`src/rtl/mmio_bus_bridge_pkg.sv`:
```
`default_nettype none
// ============================================================================
// Module   : mmio_bus_bridge_pkg
// Purpose  : Shared constants and types for the MMIO bus bridge: access-width
//            codes, exception codes, FSM state encodings, request record.
// Revision : 1.0 - initial release
// ============================================================================
package mmio_bus_bridge_pkg;

  // Access width codes presented by the MEM stage on cpu_sel
  localparam logic [2:0] MEM_WORD  = 3'd0;
  localparam logic [2:0] MEM_HALF  = 3'd1;
  localparam logic [2:0] MEM_HALFU = 3'd2;
  localparam logic [2:0] MEM_BYTE  = 3'd3;
  localparam logic [2:0] MEM_BYTEU = 3'd4;

  // Address-error exception codes
  localparam logic [4:0] EXCCODE_ADEL = 5'd4;
  localparam logic [4:0] EXCCODE_ADES = 5'd5;

  // Bridge FSM state encodings
  localparam int          BR_STATE_W = 2;
  localparam logic [1:0]  BR_IDLE    = 2'd0;
  localparam logic [1:0]  BR_BUSY    = 2'd1;
  localparam logic [1:0]  BR_RESP    = 2'd2;

  // Request fields latched on accept and held for the whole transaction
  typedef struct packed {
    logic [31:0] addr;
    logic [31:0] wdata;
    logic [3:0]  be;
    logic [2:0]  sel;
    logic [1:0]  off;
    logic        we;
  } br_req_t;

  // Misalignment check: words need off==0, halves need an even offset
  function automatic logic misaligned(input logic [2:0] sel, input logic [1:0] off);
    logic bad;
    bad = 1'b0;
    if (sel == MEM_WORD)
      bad = (off != 2'b00);
    else if (sel == MEM_HALF || sel == MEM_HALFU)
      bad = off[0];
    return bad;
  endfunction

  // Width codes outside the defined set are treated as illegal accesses
  function automatic logic bad_width(input logic [2:0] sel);
    return (sel > MEM_BYTEU);
  endfunction

endpackage
`default_nettype wire

```
`src/rtl/mmio_bus_bridge_lane.sv`:
```
`default_nettype none
// ============================================================================
// Module   : mmio_bus_bridge_lane
// Purpose  : Byte-lane steering. Produces byte enables and lane-shifted store
//            data from width/offset, and extends load data back to 32 bits.
//            Purely combinational; used once on the request side and once on
//            the response side of the bridge.
// Revision : 1.0 - initial release
// ============================================================================
module mmio_bus_bridge_lane
  import mmio_bus_bridge_pkg::*;
(
  input  logic [2:0]  sel,
  input  logic [1:0]  off,
  input  logic [31:0] wdata_in,
  input  logic [31:0] rdata_in,
  output logic [3:0]  be,
  output logic [31:0] wdata_out,
  output logic [31:0] rdata_out
);

  logic [31:0] rd_shifted;

  // Byte enables and store-data placement on the addressed lanes
  always_comb begin
    be        = 4'b0000;
    wdata_out = wdata_in << {off, 3'b000};
    case (sel)
      MEM_WORD:             be = 4'b1111;
      MEM_HALF, MEM_HALFU:  be = off[1] ? 4'b1100 : 4'b0011;
      MEM_BYTE, MEM_BYTEU:  be = 4'b0001 << off;
      default:              be = 4'b0000;
    endcase
  end

  // Bring the addressed bytes down to bit 0 and sign/zero-extend
  always_comb begin
    rd_shifted = rdata_in >> {off, 3'b000};
    rdata_out  = rdata_in;
    case (sel)
      MEM_HALF:  rdata_out = {{16{rd_shifted[15]}}, rd_shifted[15:0]};
      MEM_HALFU: rdata_out = {16'h0000, rd_shifted[15:0]};
      MEM_BYTE:  rdata_out = {{24{rd_shifted[7]}}, rd_shifted[7:0]};
      MEM_BYTEU: rdata_out = {24'h000000, rd_shifted[7:0]};
      default:   rdata_out = rdata_in;
    endcase
  end

endmodule
`default_nettype wire

```
`src/rtl/mmio_bus_bridge.sv`:
```
`default_nettype none
// ============================================================================
// Module   : mmio_bus_bridge
// Purpose  : CPU-to-peripheral bridge. Decodes a data access onto one of NSLV
//            address windows, raises AdEL/AdES for illegal accesses, and runs
//            a req/ack handshake with the selected slave while stalling the CPU.
// Options  : define BRIDGE_TIMEOUT_EN to abort a transaction that receives no
//            ack within TIMEOUT_CYC busy cycles (reported as AdEL/AdES).
// Revision : 1.0 - initial release
// ============================================================================
module mmio_bus_bridge
  import mmio_bus_bridge_pkg::*;
#(
  parameter int                NSLV         = 4,
  parameter logic [NSLV*32-1:0] SLV_BASE    = {32'h0000_7F20, 32'h0000_7F10, 32'h0000_7F00, 32'h0000_0000},
  parameter logic [NSLV*32-1:0] SLV_MASK    = {32'hFFFF_FFF0, 32'hFFFF_FFF0, 32'hFFFF_FFF0, 32'hFFFF_C000},
  parameter logic [NSLV-1:0]   SLV_WORDONLY = 4'b0010,
  parameter logic [NSLV-1:0]   SLV_RO       = 4'b0100,
  parameter int                TIMEOUT_CYC  = 16
) (
  input  logic              clk,
  input  logic              rst,
  input  logic              cpu_req,
  input  logic              cpu_we,
  input  logic [2:0]        cpu_sel,
  input  logic [31:0]       cpu_addr,
  input  logic [31:0]       cpu_wdata,
  output logic              cpu_stall,
  output logic [4:0]        cpu_exc,
  output logic              cpu_rvalid,
  output logic [31:0]       cpu_rdata,
  output logic [NSLV-1:0]   slv_req,
  output logic [31:0]       slv_addr,
  output logic [31:0]       slv_wdata,
  output logic [3:0]        slv_be,
  input  logic [NSLV-1:0]   slv_ack,
  input  logic [NSLV*32-1:0] slv_rdata
);

  logic [BR_STATE_W-1:0] state;
  logic [BR_STATE_W-1:0] state_nxt;

  logic [NSLV-1:0] hit;
  logic [NSLV-1:0] hit_first;
  logic            dec_err;
  logic            accept;
  logic            ack_sel;
  logic            timeout;
  logic            timed_out;

  br_req_t         req_q;
  logic [NSLV-1:0] sel_oh;
  logic [31:0]     sel_rdata;
  logic [31:0]     rdata_q;

  logic [3:0]      req_be;
  logic [31:0]     req_wdata;
  logic [31:0]     rsp_rdata;

  // ---------------------------------------------------------------- decode
  for (genvar i = 0; i < NSLV; i++) begin : g_win
    assign hit[i] = (cpu_addr & SLV_MASK[32*i +: 32]) == SLV_BASE[32*i +: 32];
  end

  // Isolate the lowest set bit: lowest-index window wins on overlap
  assign hit_first = hit & (~hit + NSLV'(1));

  assign dec_err = misaligned(cpu_sel, cpu_addr[1:0])
                 | bad_width(cpu_sel)
                 | ~(|hit)
                 | ((|(hit_first & SLV_WORDONLY)) & (cpu_sel != MEM_WORD))
                 | (cpu_we & (|(hit_first & SLV_RO)));

  assign accept  = (state == BR_IDLE) && cpu_req && !dec_err;
  assign ack_sel = |(slv_ack & sel_oh);

  // Read-data mux driven by the registered one-hot select
  always_comb begin
    sel_rdata = 32'h0000_0000;
    for (int i = 0; i < NSLV; i++) begin
      if (sel_oh[i])
        sel_rdata = sel_rdata | slv_rdata[32*i +: 32];
    end
  end

  // Request-side lane: enables and shifted data from the live CPU access
  mmio_bus_bridge_lane u_lane_req (
    .sel       (cpu_sel),
    .off       (cpu_addr[1:0]),
    .wdata_in  (cpu_wdata),
    .rdata_in  (32'h0000_0000),
    .be        (req_be),
    .wdata_out (req_wdata),
    .rdata_out ()
  );

  // Response-side lane: extension using the width/offset latched at accept
  mmio_bus_bridge_lane u_lane_rsp (
    .sel       (req_q.sel),
    .off       (req_q.off),
    .wdata_in  (32'h0000_0000),
    .rdata_in  (sel_rdata),
    .be        (),
    .wdata_out (),
    .rdata_out (rsp_rdata)
  );

  // ---------------------------------------------------------------- timeout
`ifdef BRIDGE_TIMEOUT_EN
  localparam int CNT_W = $clog2(TIMEOUT_CYC + 1);
  logic [CNT_W-1:0] busy_cnt;

  // Busy-cycle counter, cleared on accept
  always_ff @(posedge clk or posedge rst) begin
    if (rst)
      busy_cnt <= '0;
    else if (accept)
      busy_cnt <= '0;
    else if (state == BR_BUSY)
      busy_cnt <= busy_cnt + CNT_W'(1);
  end

  // The TIMEOUT_CYC-th busy cycle without an ack ends the wait
  assign timeout = (state == BR_BUSY) && !ack_sel && (busy_cnt == CNT_W'(TIMEOUT_CYC - 1));

  // Remember that the pending response is an abort
  always_ff @(posedge clk or posedge rst) begin
    if (rst)
      timed_out <= 1'b0;
    else if (accept)
      timed_out <= 1'b0;
    else if (timeout)
      timed_out <= 1'b1;
  end
`else
  assign timeout   = 1'b0;
  assign timed_out = 1'b0;
`endif

  // ---------------------------------------------------------------- FSM
  // State register
  always_ff @(posedge clk or posedge rst) begin
    if (rst)
      state <= BR_IDLE;
    else
      state <= state_nxt;
  end

  // Next-state logic
  always_comb begin
    state_nxt = state;
    case (state)
      BR_IDLE: if (accept) state_nxt = BR_BUSY;
      BR_BUSY: if (ack_sel || timeout) state_nxt = BR_RESP;
      BR_RESP: state_nxt = BR_IDLE;
      default: state_nxt = BR_IDLE;
    endcase
  end

  // Output decode
  always_comb begin
    slv_req    = '0;
    slv_be     = 4'b0000;
    cpu_stall  = 1'b0;
    cpu_rvalid = 1'b0;
    cpu_exc    = 5'd0;
    case (state)
      BR_IDLE: begin
        if (cpu_req && dec_err)
          cpu_exc = cpu_we ? EXCCODE_ADES : EXCCODE_ADEL;
        cpu_stall = accept;
      end
      BR_BUSY: begin
        slv_req   = sel_oh;
        slv_be    = req_q.be;
        cpu_stall = 1'b1;
      end
      BR_RESP: begin
        cpu_rvalid = 1'b1;
        if (timed_out)
          cpu_exc = req_q.we ? EXCCODE_ADES : EXCCODE_ADEL;
      end
      default: ;
    endcase
  end

  // ---------------------------------------------------------------- datapath
  // Latch the request on accept; the slave sees it unchanged throughout BUSY
  always_ff @(posedge clk or posedge rst) begin
    if (rst) begin
      req_q  <= '0;
      sel_oh <= '0;
    end else if (accept) begin
      req_q.addr  <= cpu_addr;
      req_q.wdata <= req_wdata;
      req_q.be    <= cpu_we ? req_be : 4'b0000;
      req_q.sel   <= cpu_sel;
      req_q.off   <= cpu_addr[1:0];
      req_q.we    <= cpu_we;
      sel_oh      <= hit_first;
    end
  end

  // Capture the extended load word on completion; held until the next response
  always_ff @(posedge clk or posedge rst) begin
    if (rst)
      rdata_q <= 32'h0000_0000;
    else if (state == BR_BUSY && ack_sel)
      rdata_q <= req_q.we ? 32'h0000_0000 : rsp_rdata;
    else if (timeout)
      rdata_q <= 32'h0000_0000;
  end

  assign cpu_rdata = rdata_q;
  assign slv_addr  = req_q.addr;
  assign slv_wdata = req_q.wdata;

endmodule
`default_nettype wire
```
`config.mk`:
```
export PLATFORM = sky130hd
export DESIGN_NAME = mmio_bus_bridge
export DESIGN_NICKNAME = d
export VERILOG_FILES = /design/src/rtl/mmio_bus_bridge_pkg.sv /design/src/rtl/mmio_bus_bridge_lane.sv /design/src/rtl/mmio_bus_bridge.sv
export SDC_FILE = /design/constraint.sdc
export NUM_CORES = 1
export LEC_CHECK = 0
export ABC_AREA = 1
export CAP_MARGIN = 30
export CORE_ASPECT_RATIO = 0.7
export CORE_MARGIN = 2
export CORE_UTILIZATION = 25
export CTS_BUF_LIST = sky130_fd_sc_hd__clkbuf_4 sky130_fd_sc_hd__clkbuf_8 sky130_fd_sc_hd__clkbuf_16
export DETAILED_ROUTE_END_ITERATION = 6
export GPL_ROUTABILITY_DRIVEN = 0
export GPL_TIMING_DRIVEN = 0
export PLACE_DENSITY = 0.57
export SYNTH_ARGS = -nofsm -noshare
export SYNTH_HDL_FRONTEND = slang
export SYNTH_SLANG_ARGS = --single-unit
```
`constraint.sdc`:
```
create_clock -name clk -period 3.1 [get_ports clk]
set_input_delay 0.31 -clock clk [delete_from_list [all_inputs] [get_ports clk]]
set_output_delay 0.31 -clock clk [all_outputs]
set_load 0.02 [all_outputs]
```
Yosys cells after proc, flatten, opt, wreduce, memory -nomap -nowiden
Index checks and enable logic that the tools add are counted.
- register bits: 112
- bits in latches: 0
- bits in writable memories: 0
- ROM bits: 0
- input bits: 203
- output and inout port bits: 111
- logic and storage cells: 79
- memories kept: 0
- add/sub/neg operators: 1
- multipliers: 0
- divide/modulo/power cells: 0
- magnitude comparators: 1
- eq/ne operators: 15
- shift operators: 3
- multiplexer cells: 21
- bitwise logic cells: 13
- reductions and logical operators: 16
- operator list (cell ; count):
    $mux W32 ; 5
    $pmux W32 S4 ; 1
    $or A32 B32 Y32 ; 3
    $eq A28 B11 Y1 const B ; 3
    $logic_not A32 Y1 ; 1
    $shl A32 B5 Y32 ; 1
    $shr A32 B5 Y16 ; 1
    $mux W4 ; 4
    $eq A3 B2 Y1 const B ; 4
    $pmux W4 S3 ; 1
    $and A4 B4 Y4 ; 2
    $reduce_or A4 Y1 ; 2
    $eq A3 B1 Y1 const B ; 2
    $eq A3 B3 Y1 const B ; 2
    $mux W3 ; 2
    $add A4 B1 Y4 const B ; 1
    $logic_and A1 B1 Y1 ; 4
    $mux W1 ; 4
    $mux W2 ; 2
    $ne A2 B2 Y1 const B ; 2
    $not A4 Y4 ; 1
    $or A1 B1 Y1 ; 4
    $pmux W2 S2 ; 1
    $reduce_or A2 Y1 ; 2
    14 further kinds ; 15

Depth between registers and ports, before layout
Gate-level depths: netlist of the first run.
- depth in word-level cells: 12
- gate-level depth with buffers: 13
- depth with buffers taken out: 11

By module
From an unflattened synthesis of the first run, not the netlist that was laid out.
- cell total of the unflattened synthesis: 1401
- area, all modules: 8959.8 µm²
- by module, submodules not included (module ; times used ; cells an instance ; area each (µm²) ; seq. area each (µm²)):
    mmio_bus_bridge ; 1 ; 819 ; 6049.6 ; 2752.6
    mmio_bus_bridge_lane ; 2 ; 291 ; 1455.1 ; 0.0

Least setup slack after synthesis of the first run
OpenSTA, ideal clock, no wires.
- path type: input port to output port
- from: input cpu_addr[22]
- to: output cpu_exc[0]
- arrival time: 1.678 ns
- data required time: 2.790 ns
- path slack: 1.112 ns
- stages: 10
- buffers on the path: 1
- path through: nor2_1 nand2_1 nor2_1 nand2_1 nor3_1 nor2_4 buf_1 nand2_1 nand2_1 nor2_1
- longest elaborated chain between the ends: 10
- elaborated cells on any way between the ends: 17
- classes of those cells: add/sub (1); eq/ne (3); mux (2); bitwise (8); reduce/logical (3)
- ends and longest elaborated chain (element ; line ; source):
    start: declaration ; mmio_bus_bridge.sv:26 ; input logic [31:0] cpu_addr,
    $eq A28 B11 Y1 or $logic_not A32 Y1 (tied branches) ; mmio_bus_bridge.sv:62 ; assign hit[i] = (cpu_addr & SLV_MASK[32*i +: 32]) == SLV_BASE[32*i +: 32];
    $not A4 Y4 ; mmio_bus_bridge.sv:66 ; assign hit_first = hit & (~hit + NSLV'(1));
    $add A4 B1 Y4 ; mmio_bus_bridge.sv:66 ;
    $and A4 B4 Y4 ; mmio_bus_bridge.sv:66 ;
    $and A1 B1 Y1 ; mmio_bus_bridge.sv:71 ; | ((|(hit_first & SLV_WORDONLY)) & (cpu_sel != MEM_WORD))
    $or A1 B1 Y1 ; mmio_bus_bridge.sv:71 ;
    $or A1 B1 Y1 * ; mmio_bus_bridge.sv:72 ; | (cpu_we & (|(hit_first & SLV_RO)));
    $logic_and A1 B1 Y1 * ; mmio_bus_bridge.sv:169 ; if (cpu_req && dec_err)
    $mux W3 * ; mmio_bus_bridge.sv:169 ;
    $mux W3 * ; n/a ;
    end: declaration ; mmio_bus_bridge.sv:29 ; output logic [4:0] cpu_exc,
Mark *: on every way between the ends. The rest lies on a longest branch, timed or not.

Worst setup path in the final report of the first run
- from: input cpu_sel[0]
- to: output cpu_stall
- longest elaborated chain between the ends: 11
- elaborated cells on any way between the ends: 16
- classes of those cells: order compare (1); eq/ne (2); mux (3); bitwise (5); reduce/logical (5)
- ends and longest elaborated chain (element ; line ; source):
    start: declaration ; mmio_bus_bridge.sv:25 ; input logic [2:0] cpu_sel,
    $eq A3 B1 Y1 or $eq A3 B2 Y1 (tied branches) ; n/a ;
    $logic_or A1 B1 Y1 ; mmio_bus_bridge_pkg.sv:43 ; else if (sel == MEM_HALF || sel == MEM_HALFU)
    $mux W1 ; mmio_bus_bridge_pkg.sv:43 ;
    $mux W1 ; mmio_bus_bridge_pkg.sv:41 ; if (sel == MEM_WORD)
    $or A1 B1 Y1 ; mmio_bus_bridge.sv:69 ; | bad_width(cpu_sel)
    $or A1 B1 Y1 ; mmio_bus_bridge.sv:70 ; | ~(|hit)
    $or A1 B1 Y1 * ; mmio_bus_bridge.sv:71 ;
    $or A1 B1 Y1 * ; mmio_bus_bridge.sv:72 ;
    $logic_not A1 Y1 * ; mmio_bus_bridge.sv:74 ; assign accept = (state == BR_IDLE) && cpu_req && !dec_err;
    $logic_and A1 B1 Y1 * ; mmio_bus_bridge.sv:74 ;
    $pmux W1 S2 * ; mmio_bus_bridge.sv:167 ; case (state)
    end: declaration ; mmio_bus_bridge.sv:28 ; output logic cpu_stall,
Marked as above.

==> impl_metrics.tcl, run 1 <==
set metrics [dict create \
    worst_ep_required_time_ps 2790 \
    clock_sinks 110 \
    setup.worst_path.end_class "primary output" \
    avgViaCountPerCell 4.60 \
    hold_depth 3 \
    core_um2 28800 \
    dieArea_um2 30600 \
    use_met1_pct 30.2 \
    synth_warnings 0 \
    final_nets 1651 \
    grt_overflow_total 0 \
    clk_latency_ps 370 \
    synth_common_cells "nand2_1, dfrtp_1, nor2_1" \
    wl_per_cell_um 17.3 \
    synth-edff-count 0 \
    grt_pass1_wl_um 48300 \
    p_leak_uw 0.00547 \
    crit_start "cpu_sel[0]" \
    ant_nets 0 \
    top_usage_layer "met1" \
    critPathLaunchType "primary input" \
    p_total_uw 3180 \
    synth.area.top_cells "dfrtp_1, nand2_1, buf_4, nand4_1, nor2_1" \
    drive_gt1_share_pct 8.95 \
    start_util_pct 25.3 \
    fmax_mhz 337 \
    period_minus_slack_ps 2970 \
    path_max_fanout 10 \
    irDropWorstVdd_v 0.000254 \
    ff2ff_path_depth 8 \
    dp.cells 1812 \
    drv_cap 0 \
    maxSlewViolCount 0 \
    hp-class "primary input to flip-flop" \
    fin_crit_sh_pct 95.8 \
    max_slew.worst_pin.slew_ps 885 \
    htreeDepth 3 \
    hold_viol 0 \
    syn_area_per_cell_um2 6.51 \
    syn_to_final_growth_pct 54.9 \
    synthesis.area_um2 7290 \
    drc 0 \
    use_met2_pct 29.8 \
    grt_util_met3_pct 7.40 \
    vias 8424 \
    regToRegSetupSlack_ps 660 \
    yosysTopAreaCell "dfrtp_1" \
    arrival_ps 2660 \
    setup_viol 0 \
    synth_top_cell_area_share_pct 37.7 \
    crit_type "primary input to primary output" \
    grt.total_usage_pct 20.8 \
    synthArstFlopShare_pct 100 \
    wirelength_um 31700 \
    cts_buffers 9 \
    antenna_found_initial 0 \
    clockBufferDepth 2 \
    die_x_um 208 \
    slew-limit-headroom_pct 41.0 \
    drt_iter0_drc 675 \
    fillers 3049 \
    regToRegStartpoint "slv_addr[1]$_DFFE_PP0P_" \
    r2r-end "cpu_rdata[21]$_DFFE_PP0P_" \
    hpwl_um 25500 \
    die_height_um 147 \
    p_per_area_nw_per_um2 281 \
    crit_path_end "cpu_stall" \
    synth_cell_type_count 26 \
    yosysSeqAreaShare_pct 37.7 \
    setup_tns_ps 0 \
    grt_max_degree 41 \
    cts_tree "done" \
    drt_first_pass_iters 5 \
    cts_hold_buf 0 \
    num_rows 52 \
    numPortBuffers 309 \
    synth-seq-cells 110 \
    synth_cells 1120 \
    synth_ff_type "dfrtp_1" \
    cts.reportedPaths.clkPinSlew_ps 80 \
    ioPinCount 314 \
    instances_no_fill 1832 \
    grt_pass1_vias 8025 \
    skew_ps 11.3 \
    yosysMostFrequentCell "nand2_1" \
    root_buffer "clkbuf_16" \
    holdWs_ps 325 \
    outcome "finished clean" \
]
[timing repair]
action,CTS,global route
setup buffers,1,2
hold endpoints to repair,0,0
setup endpoints to repair,3,3
pin swaps,1,1
gates resized for setup,5,11
gates cloned,0,0
[state kept, by name, indices dropped and copies added (netlist names)]
| name | cells |
|---|---|
| cpu_rdata | 32 |
| req_q | 8 |
| sel_oh | 4 |
| slv_addr | 32 |
| slv_wdata | 32 |
| state | 2 |
[through the flow]
stage               worst slack, ps  instance area (µm²)  utilization, %
floorplan                      1110                 7300               -
global placement               -189                10900            37.7
detailed placement             -227                10900            37.9
CTS                            47.7                11300            39.1
global route                  -16.4                11300            39.2
finish                          129                11300            39.2
[power by group]
group          switching (µW)  total (µW)  leakage (µW)  internal, µW
Clock                     599        1270      0.000151           669
Sequential             0.0180        1430       0.00154          1430
Combinational             201         478       0.00378           276
[worst max-delay path: stages]
cell and delay, ps:
clkdlybuf4s50_1 460, nor2_1 230, nor2_1 120, nor3_1 250, nand2_1 130, nor2_4 210, nand3_2 180, buf_6 210
buf_6 150, nand2_1 60, dlygate4sd2_1 340
[layer usage]
layer  vias to the layer above  wire, µm
li1                       4150         -
met1                      3896     15300
met2                       359     13000
met3                        19      3190
met4                         0       255
met5                         -         0
[final cells by class]
class | count | area [µm²] | area share, %
antenna | 1 | 2.50 | 0.0222
buffer | 134 | 810 | 7.17
clock buffer | 11 | 246 | 2.18
clock inverter | 5 | 66.3 | 0.587
inverter | 71 | 270 | 2.39
multi-input combinational | 807 | 3500 | 31.0
sequential | 110 | 2750 | 24.4
tap | 378 | 473 | 4.19
timing repair buffer | 315 | 3180 | 28.1
[cells by family (layout without fill, tap and decap cells)]
| group | after synthesis | in the layout | share of synthesized area [%] |
|---|---|---|---|
| flip-flops | 110 | 110 | 37.7 |
| multiplexers | 1 | 1 | 0.137 |
| AND/OR/NAND/NOR | 693 | 693 | 39.1 |
| buffers and inverters | 205 | 536 | 14.7 |
| AO/OA/AOI/OAI | 110 | 110 | 8.29 |
| other | 1 | 4 | 0.0514 |
[worst min path at each step]
stage	from	endpoint	slack [ps]
floorplan	slv_addr[15]$_DFFE_PP0P_	slv_addr[15]$_DFFE_PP0P_	440
detailed placement	slv_addr[26]$_DFFE_PP0P_	slv_addr[26]$_DFFE_PP0P_	450
global placement	slv_addr[18]$_DFFE_PP0P_	slv_addr[18]$_DFFE_PP0P_	450
finish	cpu_addr[0]	slv_addr[0]$_DFFE_PP0P_	330
global route	cpu_addr[0]	slv_addr[0]$_DFFE_PP0P_	340
CTS	cpu_addr[0]	slv_addr[0]$_DFFE_PP0P_	310
[layout by cell type (no fill, tap or decap), types with 2 or more instances in the layout]
master and n:
nand4_1 61, nand3b_1 2, nor2_2 4, inv_2 4
buf_2 20, a22o_1 5, dfrtp_1 110, buf_12 3
inv_1 65, clkinv_4 2, o211ai_1 2, nor2_4 2
nand3_2 2, a22oi_1 10, clkdlybuf4s50_1 307, nor2_1 97
clkbuf_1 41, nand2_2 2, a21oi_1 54, clkinvlp_4 2
nand3_1 47, buf_6 3, o22ai_1 2, nand2_1 471
clkbuf_16 9, o21ai_0 36, conb_1 3, buf_4 72
nor3_1 4
(Power assumes the default switching activity.)
==> run 2, diff against run 1 <==
--- a/config.mk
+++ b/config.mk
@@ -6,6 +6,7 @@
 export NUM_CORES = 1
 export LEC_CHECK = 0
 export ABC_AREA = 1
+export ABC_CLOCK_PERIOD_IN_PS = 3100
 export CAP_MARGIN = 30
 export CORE_ASPECT_RATIO = 0.7
 export CORE_MARGIN = 2
@@ -13,7 +14,6 @@
 export CTS_BUF_LIST = sky130_fd_sc_hd__clkbuf_4 sky130_fd_sc_hd__clkbuf_8 sky130_fd_sc_hd__clkbuf_16
 export DETAILED_ROUTE_END_ITERATION = 6
 export GPL_ROUTABILITY_DRIVEN = 0
-export GPL_TIMING_DRIVEN = 0
 export PLACE_DENSITY = 0.57
 export SYNTH_ARGS = -nofsm -noshare
 export SYNTH_HDL_FRONTEND = slang
==> run 2 against run 1 <==
  * Combinational power down 3%
  * Non-clock buffer count down 111
  * Hold slack better by 84 ps
  * Largest power group unchanged
==> impl_metrics.tcl, run 2 (synthesized netlist as in run 1, its figures left out) <==
set metrics [dict create \
    dp.cells 1704 \
    slew-limit-headroom_pct 41.0 \
    wirelength_um 29400 \
    die_height_um 147 \
    grt_overflow_total 0 \
    most-common-layout-cells "nand2_1, clkdlybuf4s50_1, dfrtp_1, nor2_1, inv_1" \
    drive_gt1_share_pct 4.17 \
    worstPathCellList "clkdlybuf4s50_1 > nand4_1 > nor2_2 > nand2_1 > nor3_1 > nor2_4 > nand2_1 > nand2_1 > nor2_1 > clkdlybuf4s50_1" \
    final_nets 1540 \
    instances_no_fill 1720 \
    arrival_ps 2550 \
    die_x_um 208 \
    clock_sinks 110 \
    worst_ep_required_time_ps 2790 \
    skew_ps 8.61 \
    root_buffer "clkbuf_16" \
    setup_slack_ps 244 \
    grt_max_degree 78 \
    r2r-end "cpu_rdata[26]$_DFFE_PP0P_" \
    dieArea_um2 30600 \
    setup.worst_path.end_class "primary output" \
    setup_tns_ps 0 \
    antenna_found_initial 0 \
    clk_latency_ps 360 \
    drt_first_pass_iters 5 \
    ff2ff_path_depth 9 \
    regToRegStartpoint "sel_oh[3]$_DFFE_PP0P_" \
    cpMostUsedCell "nand2_1" \
    clockBufferDepth 2 \
    fillers 3061 \
    irDropWorstVdd_v 0.000245 \
    avgViaCountPerCell 4.65 \
    path_max_fanout 4 \
    syn_to_final_growth_pct 45.9 \
    num_rows 52 \
    critPathSlowestCell "clkdlybuf4s50_1" \
    crit_type "primary input to primary output" \
    drc 0 \
    outcome "finished clean" \
    htreeDepth 3 \
    grt_pass1_vias 7659 \
    drv_cap 0 \
    cts_tree "done" \
    maxSlewViolCount 0 \
    ant_nets 0 \
    cts.reportedPaths.clkPinSlew_ps 80 \
    grt.total_usage_pct 19.1 \
    p_leak_uw 0.00504 \
    drt_iter0_drc 608 \
    hp-class "primary input to asynchronous set/reset pin" \
    multiInputGateArea_um2 3500 \
    wl_per_cell_um 17.1 \
    hpwl_um 22100 \
    postCtsSetupBuffers 0 \
    critPathLaunchType "primary input" \
    cpPeakStageDelay_ps 610 \
    vias 7999 \
    numPortBuffers 310 \
    regToRegSetupSlack_ps 760 \
    rsz0062_at_grt "no" \
    pre_cts_ws_ps 181 \
    grt_pass1_wl_um 45200 \
    period_minus_slack_ps 2860 \
    fin_crit_sh_pct 92.1 \
    final_common_cell "nand2_1" \
    start_util_pct 25.3 \
    setup_viol 0 \
    max_slew.worst_pin.slew_ps 885 \
    core_um2 28800 \
    fmax_mhz 350 \
    cts_buffers 9 \
    hold_viol 0 \
    p_per_area_nw_per_um2 295 \
    insertedDiodeCount 0 \
    seq_area_um2 2750 \
    ioPinCount 314 \
]
-- run 2: area by class of cell --
type	count	share of cell area [%]
clock buffers	10	2.25
clock inverters	6	0.647
inverters	71	2.54
multi-input cells	807	32.9
flip-flops and latches	110	25.9
well taps	378	4.44
repair buffers	338	31.4
-- run 2: metrics by stage --
stage	hold slack (ps)	util (%)	instance area, µm²	total power, µW
6_report	409	36.9	10600	3140
3_5_place_dp	451	35.8	10300	1920
4_1_cts	429	36.9	10600	3200
5_1_grt	452	36.9	10600	3280
3_3_place_gp	448	35.8	10300	1920
2_1_floorplan	437	-	7300	1600
-- run 2: worst max-delay path by stage --
stage	start	end	slack (ps)	cells after the start
final	cpu_addr[14]	cpu_exc[0]	240	10
after global routing	cpu_addr[10]	cpu_exc[0]	60	12
after CTS	cpu_addr[14]	cpu_exc[0]	180	10
after detailed placement	cpu_addr[14]	cpu_exc[0]	180	10
after global placement	cpu_addr[14]	cpu_exc[0]	200	10
after floorplan	cpu_addr[22]	cpu_exc[0]	1110	10
-- run 2: what timing repair did --
action                                 CTS  global route
endpoints found under the hold margin    0             0
resized for setup                        0             1
hold buffers                             0             0
setup endpoints to repair                0             2
-- run 2: where the power goes --
group	total [µW]	internal (µW)	switching, µW
combinational	462	270	192
sequential	1430	1430	0.0174
clock	1240	657	584
total	3140	2360	776
-- run 2: metal layers --
metal  track usage [%]  part of all wire [%]  vias up
met1              27.0                    47     3725
met3              6.63                   9.4       28
met5                 0                     0        -
met4              4.21                   1.5        0
li1                  -                     -     3929
met2              27.9                    42      317
-- run 2: critical path, delay by kind of cell --
family	cells	cell delay (ps)
buffers and inverters	2	1140
AND/OR/NAND/NOR	8	1100
==> run 3, diff against run 2 <==
--- a/config.mk
+++ b/config.mk
@@ -14,7 +14,8 @@
 export CTS_BUF_LIST = sky130_fd_sc_hd__clkbuf_4 sky130_fd_sc_hd__clkbuf_8 sky130_fd_sc_hd__clkbuf_16
 export DETAILED_ROUTE_END_ITERATION = 6
 export GPL_ROUTABILITY_DRIVEN = 0
-export PLACE_DENSITY = 0.57
+export PLACE_DENSITY = 0.54
 export SYNTH_ARGS = -nofsm -noshare
 export SYNTH_HDL_FRONTEND = slang
+export SYNTH_HIERARCHICAL = 1
 export SYNTH_SLANG_ARGS = --single-unit
==> run 3 against run 2 <==
  * Count of clock-buffer cells in the layout is 1 lower
  * Sequential share of layout area decreased by 0.69 points
  * Sequential power barely moved
  * Worst setup slack better by 9.6 ps
  * Global-route usage fell by 0.48 points
  * Hold slack got worse by 47 ps
  * Largest cell class unchanged
==> impl_metrics.tcl, run 3 <==
set metrics [dict create \
    outcome "finished clean" \
    grt.total_usage_pct 18.6 \
    die_height_um 150 \
    dieArea_um2 32100 \
    drv_cap 0 \
    most-common-layout-cells "nand2_1, clkdlybuf4s50_1, nand3_1, dfrtp_1, nand4_1" \
    antenna_found_initial 0 \
    worst_ep_required_time_ps 2790 \
    r2r-end "cpu_rdata[8]$_DFFE_PP0P_" \
    ioPinCount 314 \
    max_slew.worst_pin.slew_ps 675 \
    swShare_pct 25.0 \
    synth_cells 1133 \
    path_max_fanout 6 \
    instances_no_fill 1754 \
    grt_max_degree 78 \
    clk_latency_ps 370 \
    drc 0 \
    cts_hold_buf 0 \
    regToRegStartpoint "sel_oh[0]$_DFFE_PP0P_" \
    share_comb_of_total_power_pct 14.4 \
    p_per_area_nw_per_um2 284 \
    num_rows 53 \
    slew-limit-headroom_pct 55.0 \
    grt_overflow_total 0 \
    cts_tree "done" \
    final_nets 1540 \
    ant_nets 0 \
    synthesis.area_um2 7660 \
    dp.cells 1738 \
    htreeDepth 3 \
    wl_per_cell_um 17.4 \
    fmax_mhz 351 \
    grt_pass1_vias 7807 \
    setup_tns_ps 0 \
    period_minus_slack_ps 2850 \
    critPathLaunchType "primary input" \
    clock_sinks 110 \
    numPortBuffers 310 \
    grt_pass1_wl_um 45400 \
    hp-class "primary input to asynchronous set/reset pin" \
    arrival_ps 2540 \
    synth_warnings 6 \
    start_util_pct 25.4 \
    hold_viol 0 \
    crit_type "primary input to primary output" \
    drt_iter0_drc 559 \
    internal-power_uw 2330 \
    seq_power_share_pct 46.1 \
    die_x_um 213 \
    drive_gt1_share_pct 6.63 \
    skew_ps 12.3 \
    p_sw_uw 778 \
    root_buffer "clkbuf_16" \
    crit_path_end "cpu_stall" \
    p_leak_uw 0.00520 \
    clockBufferDepth 2 \
    pre_cts_ws_ps 179 \
    regToRegSetupSlack_ps 670 \
    cts.reportedPaths.clkPinSlew_ps 90 \
    syn_to_final_growth_pct 42.8 \
    setup_slack_ps 253 \
    crit_start "cpu_addr[6]" \
    vias 8207 \
    drt_first_pass_iters 7 \
    maxSlewViolCount 0 \
    setup_viol 0 \
    insertedDiodeCount 0 \
    pwr-share-clk_pct 39.4 \
    irDropWorstVdd_v 0.000258 \
    fin_crit_sh_pct 91.8 \
    ff2ff_path_depth 10 \
    rsz0062_at_grt "no" \
    setup.worst_path.end_class "primary output" \
    avgViaCountPerCell 4.68 \
    final_common_cell "nand2_1" \
    syn_area_per_cell_um2 6.76 \
    core_um2 30100 \
    cts_buffers 9 \
    fillers 3236 \
    wirelength_um 30600 \
    hpwl_um 22700 \
]
run 3: layout make-up:
class | instances | area [µm²] | share of cell area [%]
Clock buffer | 9 | 225 | 2.06
Clock inverter | 7 | 75.1 | 0.687
Inverter | 78 | 297 | 2.71
Multi-Input combinational cell | 797 | 3690 | 33.7
Sequential cell | 110 | 2750 | 25.2
Tap cell | 412 | 515 | 4.72
Timing Repair Buffer | 341 | 3380 | 30.9
run 3: repair_timing:
| item | CTS | global route |
|---|---|---|
| gates resized for setup | 0 | 1 |
| endpoints found under the setup margin | 0 | 2 |
| setup buffers | 0 | 0 |
run 3: per-stage QoR:
step	util (%)	cell area, µm²	hold WS, ps	total power (µW)
after global placement	35.2	10600	450	1910
after CTS	36.3	10900	365	3180
final	36.3	10900	362	3110
after floorplan	-	7670	437	1600
after global routing	36.3	10900	397	3260
after detailed placement	35.3	10600	450	1910
run 3: how the worst min path moves through the flow:
stage | start | end | slack [ps]
floorplan | slv_addr[15]$_DFFE_PP0P_ | slv_addr[15]$_DFFE_PP0P_ | 440
global placement | slv_addr[17]$_DFFE_PP0P_ | slv_addr[17]$_DFFE_PP0P_ | 450
detailed placement | slv_addr[21]$_DFFE_PP0P_ | slv_addr[21]$_DFFE_PP0P_ | 450
CTS | rst | cpu_rdata[13]$_DFFE_PP0P_ | 360
global route | rst | cpu_rdata[12]$_DFFE_PP0P_ | 400
finish | rst | cpu_rdata[13]$_DFFE_PP0P_ | 360
run 3: routing by layer:
| layer | GRT usage [%] | part of all wire [%] |
|---|---|---|
| met5 | 0 | 0 |
| met1 | 26.0 | 46 |
| met4 | 3.96 | 1.4 |
| met3 | 5.01 | 9.0 |
| met2 | 28.7 | 43 |
run 3: power groups by stage:
stage                     combinational (µW)  sequential, µW  clock [µW]
after CTS                                451            1430        1300
after floorplan                          136            1460           0
after global routing                     486            1430        1340
after global placement                   445            1460           0
final                                    448            1430        1230
after detailed placement                 448            1460           0
run 3: worst max-delay path: stages:
cell and delay [ps]:
clkdlybuf4s50_1 420, nor2_1 320, nand2_1 90, nor2_1 100, nand2_1 110, nor2_1 150
nor2_1 70, nand2_2 150, nand3_4 110, nand2_1 90, clkdlybuf4s50_1 620
